## src/rtl/usc_rv_dec_queue_if.sv

```systemverilog
// Fetch-to-decode bundle interface for the decode queue.
// slave is the queue's own view; master is the fetch/decode environment.
interface usc_rv_dec_queue_if #(
  parameter int LANES  = 2,
  parameter int INFO_W = 4
);
  logic                    in_vld_i;
  logic [LANES-1:0]        in_mask_i;
  logic [LANES*32-1:0]     in_data_i;
  logic [31:0]             in_pc_i;
  logic [INFO_W-1:0]       in_info_i;
  logic [1:0]              in_fault_i;
  logic                    in_rdy_o;
  logic [LANES-1:0]        out_vld_o;
  logic [LANES*32-1:0]     out_data_o;
  logic [LANES*32-1:0]     out_pc_o;
  logic [LANES*INFO_W-1:0] out_info_o;
  logic [LANES*2-1:0]      out_fault_o;
  logic [LANES-1:0]        out_rdy_i;

  modport slave (
    input  in_vld_i, in_mask_i, in_data_i, in_pc_i, in_info_i, in_fault_i, out_rdy_i,
    output in_rdy_o, out_vld_o, out_data_o, out_pc_o, out_info_o, out_fault_o
  );

  modport master (
    output in_vld_i, in_mask_i, in_data_i, in_pc_i, in_info_i, in_fault_i, out_rdy_i,
    input  in_rdy_o, out_vld_o, out_data_o, out_pc_o, out_info_o, out_fault_o
  );
endinterface

```

## src/rtl/usc_rv_dec_queue.sv

```systemverilog
// Decode-stage instruction queue: packs sparse fetch bundles into a circular
// buffer and presents the oldest LANES entries to the decoders.
module usc_rv_dec_queue #(
  parameter int LANES  = 2,
  parameter int DEPTH  = 8,
  parameter int INFO_W = 4
) (
  input  logic                   clk_i,
  input  logic                   rstn_i,
  input  logic                   flush_i,
  usc_rv_dec_queue_if.slave      bus,
  output logic [$clog2(DEPTH):0] count_o
);
  localparam int PW = $clog2(DEPTH);
  localparam int CW = PW + 1;

  logic [PW-1:0]     rd_ptr_q, rd_ptr_d;
  logic [PW-1:0]     wr_ptr_q, wr_ptr_d;
  logic [CW-1:0]     count_q, count_d;

  logic [31:0]       data_q  [DEPTH];
  logic [31:0]       pc_q    [DEPTH];
  logic [INFO_W-1:0] info_q  [DEPTH];
  logic [1:0]        fault_q [DEPTH];

  logic              in_rdy;
  logic              push_en;
  logic [CW-1:0]     npush;
  logic [CW-1:0]     npop;
  logic              pop_run;
  logic [LANES-1:0]  wr_en;
  logic [PW-1:0]     wr_idx [LANES];
  logic [PW-1:0]     rd_idx [LANES];
  logic [LANES-1:0]  out_vld;

  // Ready looks only at registered occupancy so it never waits on same-cycle pops.
  assign in_rdy  = (CW'(DEPTH) - count_q) >= CW'(LANES);
  assign push_en = bus.in_vld_i && in_rdy && !flush_i;

  always_comb begin
    npush = '0;
    for (int k = 0; k < LANES; k++) begin
      wr_en[k]  = 1'b0;
      wr_idx[k] = wr_ptr_q + npush[PW-1:0];
      if (push_en && bus.in_mask_i[k]) begin
        wr_en[k] = 1'b1;
        npush    = npush + CW'(1);
      end
    end
  end

  always_comb begin
    for (int j = 0; j < LANES; j++) begin
      out_vld[j] = count_q > CW'(j);
      rd_idx[j]  = rd_ptr_q + PW'(j);
    end
  end

  // Only the unbroken run of ready lanes from lane 0 pops, keeping pops in order.
  always_comb begin
    npop    = '0;
    pop_run = 1'b1;
    for (int j = 0; j < LANES; j++) begin
      if (pop_run && out_vld[j] && bus.out_rdy_i[j]) begin
        npop = npop + CW'(1);
      end else begin
        pop_run = 1'b0;
      end
    end
  end

  always_comb begin
    rd_ptr_d = rd_ptr_q + npop[PW-1:0];
    wr_ptr_d = wr_ptr_q + npush[PW-1:0];
    count_d  = count_q + npush - npop;
  end

  always_ff @(posedge clk_i or negedge rstn_i) begin
    if (!rstn_i) begin
      rd_ptr_q <= '0;
      wr_ptr_q <= '0;
      count_q  <= '0;
    end else if (flush_i) begin
      rd_ptr_q <= '0;
      wr_ptr_q <= '0;
      count_q  <= '0;
    end else begin
      rd_ptr_q <= rd_ptr_d;
      wr_ptr_q <= wr_ptr_d;
      count_q  <= count_d;
    end
  end

  // Storage is left unreset; a faulted bundle stores zero instructions.
  always_ff @(posedge clk_i) begin
    for (int k = 0; k < LANES; k++) begin
      if (wr_en[k]) begin
        data_q[wr_idx[k]]  <= (|bus.in_fault_i) ? 32'b0 : bus.in_data_i[32*k +: 32];
        pc_q[wr_idx[k]]    <= bus.in_pc_i + (32'(k) << 2);
        info_q[wr_idx[k]]  <= bus.in_info_i;
        fault_q[wr_idx[k]] <= bus.in_fault_i;
      end
    end
  end

  always_comb begin
    bus.out_data_o  = '0;
    bus.out_pc_o    = '0;
    bus.out_info_o  = '0;
    bus.out_fault_o = '0;
    for (int j = 0; j < LANES; j++) begin
      bus.out_data_o[32*j +: 32]         = data_q[rd_idx[j]];
      bus.out_pc_o[32*j +: 32]           = pc_q[rd_idx[j]];
      bus.out_info_o[INFO_W*j +: INFO_W] = info_q[rd_idx[j]];
      bus.out_fault_o[2*j +: 2]          = fault_q[rd_idx[j]];
    end
  end

  assign bus.in_rdy_o  = in_rdy;
  assign bus.out_vld_o = out_vld;
  assign count_o       = count_q;

  count_le_depth: assert property (@(posedge clk_i) disable iff (!rstn_i) count_q <= CW'(DEPTH));

endmodule

```

## src/flat_wrapper.sv

```systemverilog
// flat-port wrapper written by rule: the top's interface ports become plain ports
module usc_rv_dec_queue_flat 
#(
  parameter int LANES  = 2,
  parameter int DEPTH  = 8,
  parameter int INFO_W = 4
)
  (clk_i, rstn_i, flush_i, count_o, bus_in_vld_i, bus_in_mask_i, bus_in_data_i, bus_in_pc_i, bus_in_info_i, bus_in_fault_i, bus_out_rdy_i, bus_in_rdy_o, bus_out_vld_o, bus_out_data_o, bus_out_pc_o, bus_out_info_o, bus_out_fault_o);
  usc_rv_dec_queue_if #(.LANES(LANES), .INFO_W(INFO_W)) bus_i ();
  input  logic clk_i;
  input  logic rstn_i;
  input  logic flush_i;
  output logic [$clog2(DEPTH):0] count_o;
  input wire logic [$bits(bus_i.in_vld_i)-1:0] bus_in_vld_i;
  input wire logic [$bits(bus_i.in_mask_i)-1:0] bus_in_mask_i;
  input wire logic [$bits(bus_i.in_data_i)-1:0] bus_in_data_i;
  input wire logic [$bits(bus_i.in_pc_i)-1:0] bus_in_pc_i;
  input wire logic [$bits(bus_i.in_info_i)-1:0] bus_in_info_i;
  input wire logic [$bits(bus_i.in_fault_i)-1:0] bus_in_fault_i;
  input wire logic [$bits(bus_i.out_rdy_i)-1:0] bus_out_rdy_i;
  output wire logic [$bits(bus_i.in_rdy_o)-1:0] bus_in_rdy_o;
  output wire logic [$bits(bus_i.out_vld_o)-1:0] bus_out_vld_o;
  output wire logic [$bits(bus_i.out_data_o)-1:0] bus_out_data_o;
  output wire logic [$bits(bus_i.out_pc_o)-1:0] bus_out_pc_o;
  output wire logic [$bits(bus_i.out_info_o)-1:0] bus_out_info_o;
  output wire logic [$bits(bus_i.out_fault_o)-1:0] bus_out_fault_o;
  assign bus_i.in_vld_i = bus_in_vld_i;
  assign bus_i.in_mask_i = bus_in_mask_i;
  assign bus_i.in_data_i = bus_in_data_i;
  assign bus_i.in_pc_i = bus_in_pc_i;
  assign bus_i.in_info_i = bus_in_info_i;
  assign bus_i.in_fault_i = bus_in_fault_i;
  assign bus_i.out_rdy_i = bus_out_rdy_i;
  assign bus_in_rdy_o = bus_i.in_rdy_o;
  assign bus_out_vld_o = bus_i.out_vld_o;
  assign bus_out_data_o = bus_i.out_data_o;
  assign bus_out_pc_o = bus_i.out_pc_o;
  assign bus_out_info_o = bus_i.out_info_o;
  assign bus_out_fault_o = bus_i.out_fault_o;
  usc_rv_dec_queue #(.LANES(LANES), .DEPTH(DEPTH), .INFO_W(INFO_W)) u_core (.clk_i(clk_i), .rstn_i(rstn_i), .flush_i(flush_i), .bus(bus_i), .count_o(count_o));
endmodule
```

## config.mk

```make
export PLATFORM = sky130hd
export DESIGN_NAME = usc_rv_dec_queue_flat
export DESIGN_NICKNAME = d
export VERILOG_FILES = /design/src/rtl/usc_rv_dec_queue_if.sv /design/src/rtl/usc_rv_dec_queue.sv /design/src/flat_wrapper.sv
export SDC_FILE = /design/constraint.sdc
export NUM_CORES = 1
export LEC_CHECK = 0
export BUFFER_PORTS_ARGS = -buffer_cell sky130_fd_sc_hd__buf_4
export CAP_MARGIN = 40
export CORE_MARGIN = 3
export CORE_UTILIZATION = 60
export CTS_CLUSTER_SIZE = 14
export DETAILED_ROUTE_END_ITERATION = 16
export PLACE_DENSITY_LB_ADDON = 0.08
export REMOVE_ABC_BUFFERS = 1
export SETUP_SLACK_MARGIN = 0.2
export SLEW_MARGIN = 20
export SYNTH_ARGS = -nofsm -noshare
export SYNTH_HDL_FRONTEND = slang
export SYNTH_SLANG_ARGS = --single-unit
```

## constraint.sdc

```tcl
create_clock -name clk_i -period 10.75 [get_ports clk_i]
set_input_delay 3.225 -clock clk_i [delete_from_list [all_inputs] [get_ports clk_i]]
set_output_delay 3.225 -clock clk_i [all_outputs]
set_load 0.1 [all_outputs]
```

# Yosys cells after proc, flatten, opt, wreduce, memory -nomap -nowiden
# Memories as Yosys holds them, arrays and structs flattened.
# Index checks and enable logic that the tools add are counted.
# Widths: inputs -> output; s select.
dict set report word_totals {
  ff_bits 10
  latchBits 0
  out_inout_bits 147
  mem_bits_rw 560
  mem_count 4
  romBits 0
  word_cells 45
  input_bits 110
}
# memory words width read_ports rd_clocked_by_memory_dff wr line_no
set mem_list {}
lappend mem_list {u_core.data_q 8 32 2 0 2 usc_rv_dec_queue.sv:21} ;# logic [31:0] data_q [DEPTH];
lappend mem_list {u_core.pc_q 8 32 2 0 2 usc_rv_dec_queue.sv:22} ;# logic [31:0] pc_q [DEPTH];
lappend mem_list {u_core.info_q 8 4 2 0 2 usc_rv_dec_queue.sv:23} ;# logic [INFO_W-1:0] info_q [DEPTH];
lappend mem_list {u_core.fault_q 8 2 2 0 2 usc_rv_dec_queue.sv:24} ;# logic [1:0] fault_q [DEPTH];
dict set report op_classes {
  n_mul 0
  n_addsub 10
  div_mod_pow 0
  magnitude_cmp 3
  reduce_logical 9
  n_bitwise 0
  eq_ne 0
  mux 16
  shift 0
}
# operator n
set ops {}
lappend ops {{$mux 32} 2}
lappend ops {{$add 32x3->32 const B} 1}
lappend ops {{$mux 4} 3}
lappend ops {{$mux 1} 9}
lappend ops {{$gt 4x1->1 const B} 2}
lappend ops {{$logic_and 1x1->1} 7}
lappend ops {{$add 3x3->3} 2}
lappend ops {{$mux 3} 2}
lappend ops {{$add 1x1->2 const B} 2}
lappend ops {{$add 4x4->4} 1}
lappend ops {{$ge 4x2->1 const B} 1}
lappend ops {{$sub 4x4->4} 1}
lappend ops {{$sub 4x4->4 const A} 1}
lappend ops {{$add 3x1->3} 1}
lappend ops {{$add 3x1->3 const B} 1}
lappend ops {{$reduce_or 2->1} 1}
lappend ops {{$logic_not 1->1} 1}

# Depth between registers and ports, before layout
dict set report depth {
  word_depth 11
  depth_mapped 16
}

# Least setup slack after synthesis
# Ideal clock, no wire load.
dict set report synth_timing {
  path_kind {input port to flip-flop}
  startpoint {in flush_i}
  endpoint {mem u_core.data_q[0][0] (enable)}
  required_time_ns 10.061
  path_buffers 0
  setup_slack_ns -0.566
  cell_stages 2
  arrival_time_ns 10.627
  cell_sequence {nand4b_2 o41ai_1}
}
# element line_no
set synth_lines {}
lappend synth_lines {{start, declared} flat_wrapper.sv:12} ;# input logic flush_i;
lappend synth_lines {{end, declared} usc_rv_dec_queue.sv:21}

# Worst setup path after layout
dict set report layout_timing {
  startpoint {reg u_core.rd_ptr_q[0]}
  endpoint {out bus_out_pc_o[49]}
}
dict set report layout_via {
  elab_chain_cells 2
}
# element line_no
set layout_rtl {}
lappend layout_rtl {{start, declared} usc_rv_dec_queue.sv:17} ;# logic [PW-1:0] rd_ptr_q, rd_ptr_d;
lappend layout_rtl {{start signal, assigned} usc_rv_dec_queue.sv:88} ;# rd_ptr_q <= rd_ptr_d;
lappend layout_rtl {{$add 3x1->3} usc_rv_dec_queue.sv:55} ;# rd_idx[j] = rd_ptr_q + PW'(j);
lappend layout_rtl {{$mem_v2 8x32} --}
lappend layout_rtl {{end, declared} flat_wrapper.sv:24} ;# output wire logic [$bits(bus_i.out_pc_o)-1:0] bus_out_pc_o;
# No other way between the ends.

==> flow_metrics.py <==
metrics = {
    "clock_tree": {
        "htreeDepth": 2,
        "clockBufferDepth": 3,
        "numCtsBuffers": 60,
        "cts.sinks": 570,
        "postCtsResizedCells": 0,
        "cts_root_buffer": "clkbuf_16",
        "postCtsSetupBuffers": 0,
        "clk_latency_ns": 0.63,
        "postCtsHoldBufs": 0,
        "path_clk_slew_ns": 0.06,
        "cts_tree": "built",
    },
    "worst_setup_path": {
        "r2r-end": "u_core.data_q[7][17]",
        "ff2ff_path_depth": 15,
        "worstPathArrival_ns": 4.08,
        "cp.required_ns": 7.53,
        "endpoint_kind": "output pin",
        "path_max_fanout": 109,
        "slowest_stage": "ha_4",
        "slowest_delay_ns": 0.78,
        "path_class": "register to output pin",
        "start_kind": "register",
        "critPathLaunch": "u_core.rd_ptr_q[0]",
        "r2r-start": "u_core.count_o[2]",
        "rrSetupSlack_ns": 5.14,
        "crit_chain": "ha_4, buf_12, mux4_2, mux2_2, buf_4",
    },
    "global_route": {
        "grt_pass1_wl_um": 147000,
        "grt_pass1_vias": 24200,
        "grt_start_max_net_pins": 121,
        "overflow": 0,
        "grt_use_total_pct": 32.7,
        "grt_antenna_before_repair": 5,
    },
    "timing": {
        "max_freq_mhz": 137,
        "drv_slew": 0,
        "rsz0062_at_grt": "false",
        "setup_viol": 0,
        "layout_setup_ws_ns": 3.44,
        "hold_violations": 0,
        "fin_hold_ws_ns": 0.866,
        "fin_worst_skew_ns": 0.0178,
        "fin_crit_sh_pct": 68.0,
        "min_period_ns": 7.31,
        "tightest_slew_ns": 0.918,
        "relSlewSlack_pct": 38.8,
    },
    "final_layout": {
        "areaGrowthSynthToFinish_pct": 13.0,
        "drive_gt1_share_pct": 31.0,
        "fin_nets": 2922,
        "post-route-util_pct": 69.1,
    },
    "die": {
        "ios": 257,
        "num_rows": 86,
        "die_h_um": 244,
        "core_area_um2": 55500,
        "die_area_um2": 59500,
        "die_w_um": 244,
        "start_util_pct": 61.2,
    },
    "pwr": {
        "p_total_w": 0.0119,
        "switching_share_pct": 49.2,
        "seqPwrFrac_pct": 22.4,
        "combPwrFrac_pct": 59.1,
        "clkPwrFrac_pct": 18.5,
        "power.internal_w": 0.00602,
        "p_leak_nw": 13.1,
        "ir_drop_mv": 0.487,
        "p_per_area_nw_per_um2": 309,
        "switchingPower_w": 0.00583,
    },
    "route": {
        "avgViaCountPerCell": 6.60,
        "drt_pass1_iterations": 6,
        "drtIter0Drc": 3084,
        "drt_wl_total_um": 97400,
        "wl_per_cell_um": 27.1,
        "ant_nets": 0,
        "vias": 23700,
        "drc": 0,
    },
    "yosys": {
        "synth_fa_ha_area_share_pct": 0.825,
        "yosysTopAreaCellShare_pct": 49.5,
        "ys_ff_latch": 570,
        "synthCells": 2699,
        "synthArstFlopShare_pct": 1.75,
        "synth_compound_area_share_pct": 5.17,
        "synthMuxAreaShare_pct": 23.2,
        "yosys-top-cells-count": "nand2_1, edfxtp_1, mux4_2",
        "yosys.area_share.simple_pct": 10.1,
        "synth.distinct_cells": 46,
        "synth_largest_area_cell": "edfxtp_1",
        "synth.most_common_cell": "nand2_1",
        "postSynthAreaPerCell_um2": 12.6,
        "yosysWarnings": 0,
        "synth_edf_count": 560,
        "synth_ff_type": "edfxtp_1",
        "netlist_area_um2": 34000,
        "yosys-top-cells-area": "edfxtp_1, mux4_2, nand2_1",
        "synth_top_family_by_area": "multiplexers",
        "synth-seq-area-share_pct": 50.3,
        "synth_xor_xnor_area_share_pct": 5.70,
    },
    "hold_path": {
        "holdCritPathClass": "register to register",
        "hold_depth": 4,
        "worstHoldEndpoint": "u_core.count_o[3]",
        "hold_start": "u_core.count_o[2]",
    },
    "placement": {
        "gp_congestion": 0.857,
        "io_buffers": 256,
        "dp_hpwl_um": 58200,
        "place_worst_setup_slack_ns": 3.29,
    },
    "status": {
        "status": "complete, no violations",
    },
    "flow_run": {
        "maxCapViolations": 0,
    },
}
layout make-up:
| type | instances | area (um^2) |
|---|---|---|
| Antenna cell | 5 | 12.5 |
| Clock buffer | 71 | 1560 |
| Clock inverter | 42 | 495 |
| Fill cell | 3872 | 17200 |
| Inverter | 16 | 60.1 |
| Multi-Input combinational cell | 1821 | 15400 |
| Sequential cell | 570 | 17100 |
| Tap cell | 748 | 936 |
| Timing Repair Buffer | 323 | 2780 |
cells in the final DEF, fill, tap and decap left out, types with 11 or more instances in the layout:
cell       synthesis  routed
a21oi_1          258     258
buf_16             0      11
buf_4             16     299
bufinv_16          0      11
clkbuf_16          0      61
clkinv_1           0      12
clkinv_2           0      11
edfxtp_1         560     560
ha_1              16      15
inv_1             14      14
mux2_2           140     140
mux4_2           280     280
nand2_1          661     661
nand3_1           24      24
nand4_1           13      13
nor2_1           106     106
o21ai_0           29      25
xnor2_1          129     128
xor2_1            92      91
worst max-delay path, delay by kind of cell, from the launching register on:
kind,cells,cell delay [ns]
mux,2,0.92
flops,1,0.68
buf+inv,2,0.97
fa+ha+maj,1,0.78
worst max path at each step:
stage / to / slack [ns] / depth (start not counted)
after floorplan: bus_out_data_o[63] / -6.33 / 3
after global placement: u_core.data_q[4][15] / 3.31 / 12
after detailed placement: u_core.pc_q[7][29] / 3.29 / 12
after CTS: bus_out_pc_o[49] / 3.40 / 5
after global routing: bus_out_pc_o[36] / 3.26 / 5
final: bus_out_pc_o[49] / 3.44 / 5
per-stage QoR:
stage | TNS, ns | cells | area [um^2]
after floorplan | -752.30 | 2407 | 32400
after global placement | 0 | 3454 | 35800
after detailed placement | 0 | 3473 | 36200
after CTS | 0 | 3586 | 38200
after global routing | 0 | 3593 | 38400
final | 0 | 3596 | 38400
power groups by stage:
| stage | logic [W] | registers (W) | clock network [W] |
|---|---|---|---|
| after global routing | 0.00726 | 0.00266 | 0.00230 |
| after global placement | 0.00686 | 0.00271 | 0 |
| after CTS | 0.00702 | 0.00265 | 0.00221 |
| after detailed placement | 0.00699 | 0.00269 | 0 |
| final | 0.00700 | 0.00265 | 0.00220 |
| after floorplan | 0.00596 | 0.00295 | 0 |
registers in the layout, indices dropped and copies added, names as in the netlist:
name             cells
u_core.count_o       4
u_core.data_q      256
u_core.fault_q      16
u_core.info_q       32
u_core.pc_q        256
u_core.rd_ptr_q      3
u_core.wr_ptr_q      3
cells by family (layout without fill, tap and decap cells):
| family | after synthesis | in the layout |
|---|---|---|
| buffers and inverters | 308 | 452 |
| AOI/OAI and AO/OA | 309 | 309 |
| muxes | 420 | 420 |
| other | 0 | 5 |
| DFF | 570 | 570 |
| xor gates and xnor gates | 221 | 221 |
| adders and majority gates | 20 | 20 |
| and+or+nand+nor | 851 | 851 |
layer usage:
| metal | share of wire [%] | track usage (%) | vias to the layer above |
|---|---|---|---|
| met1 | 37 | 44.5 | 12000 |
| met2 | 50 | 54.6 | 1436 |
| li1 | - | - | 10100 |
| met3 | 10 | 5.11 | 215 |
| met4 | 3.0 | 11.0 | 2 |
| met5 | 0.017 | 0 | - |
(Power assumes the default switching activity.)
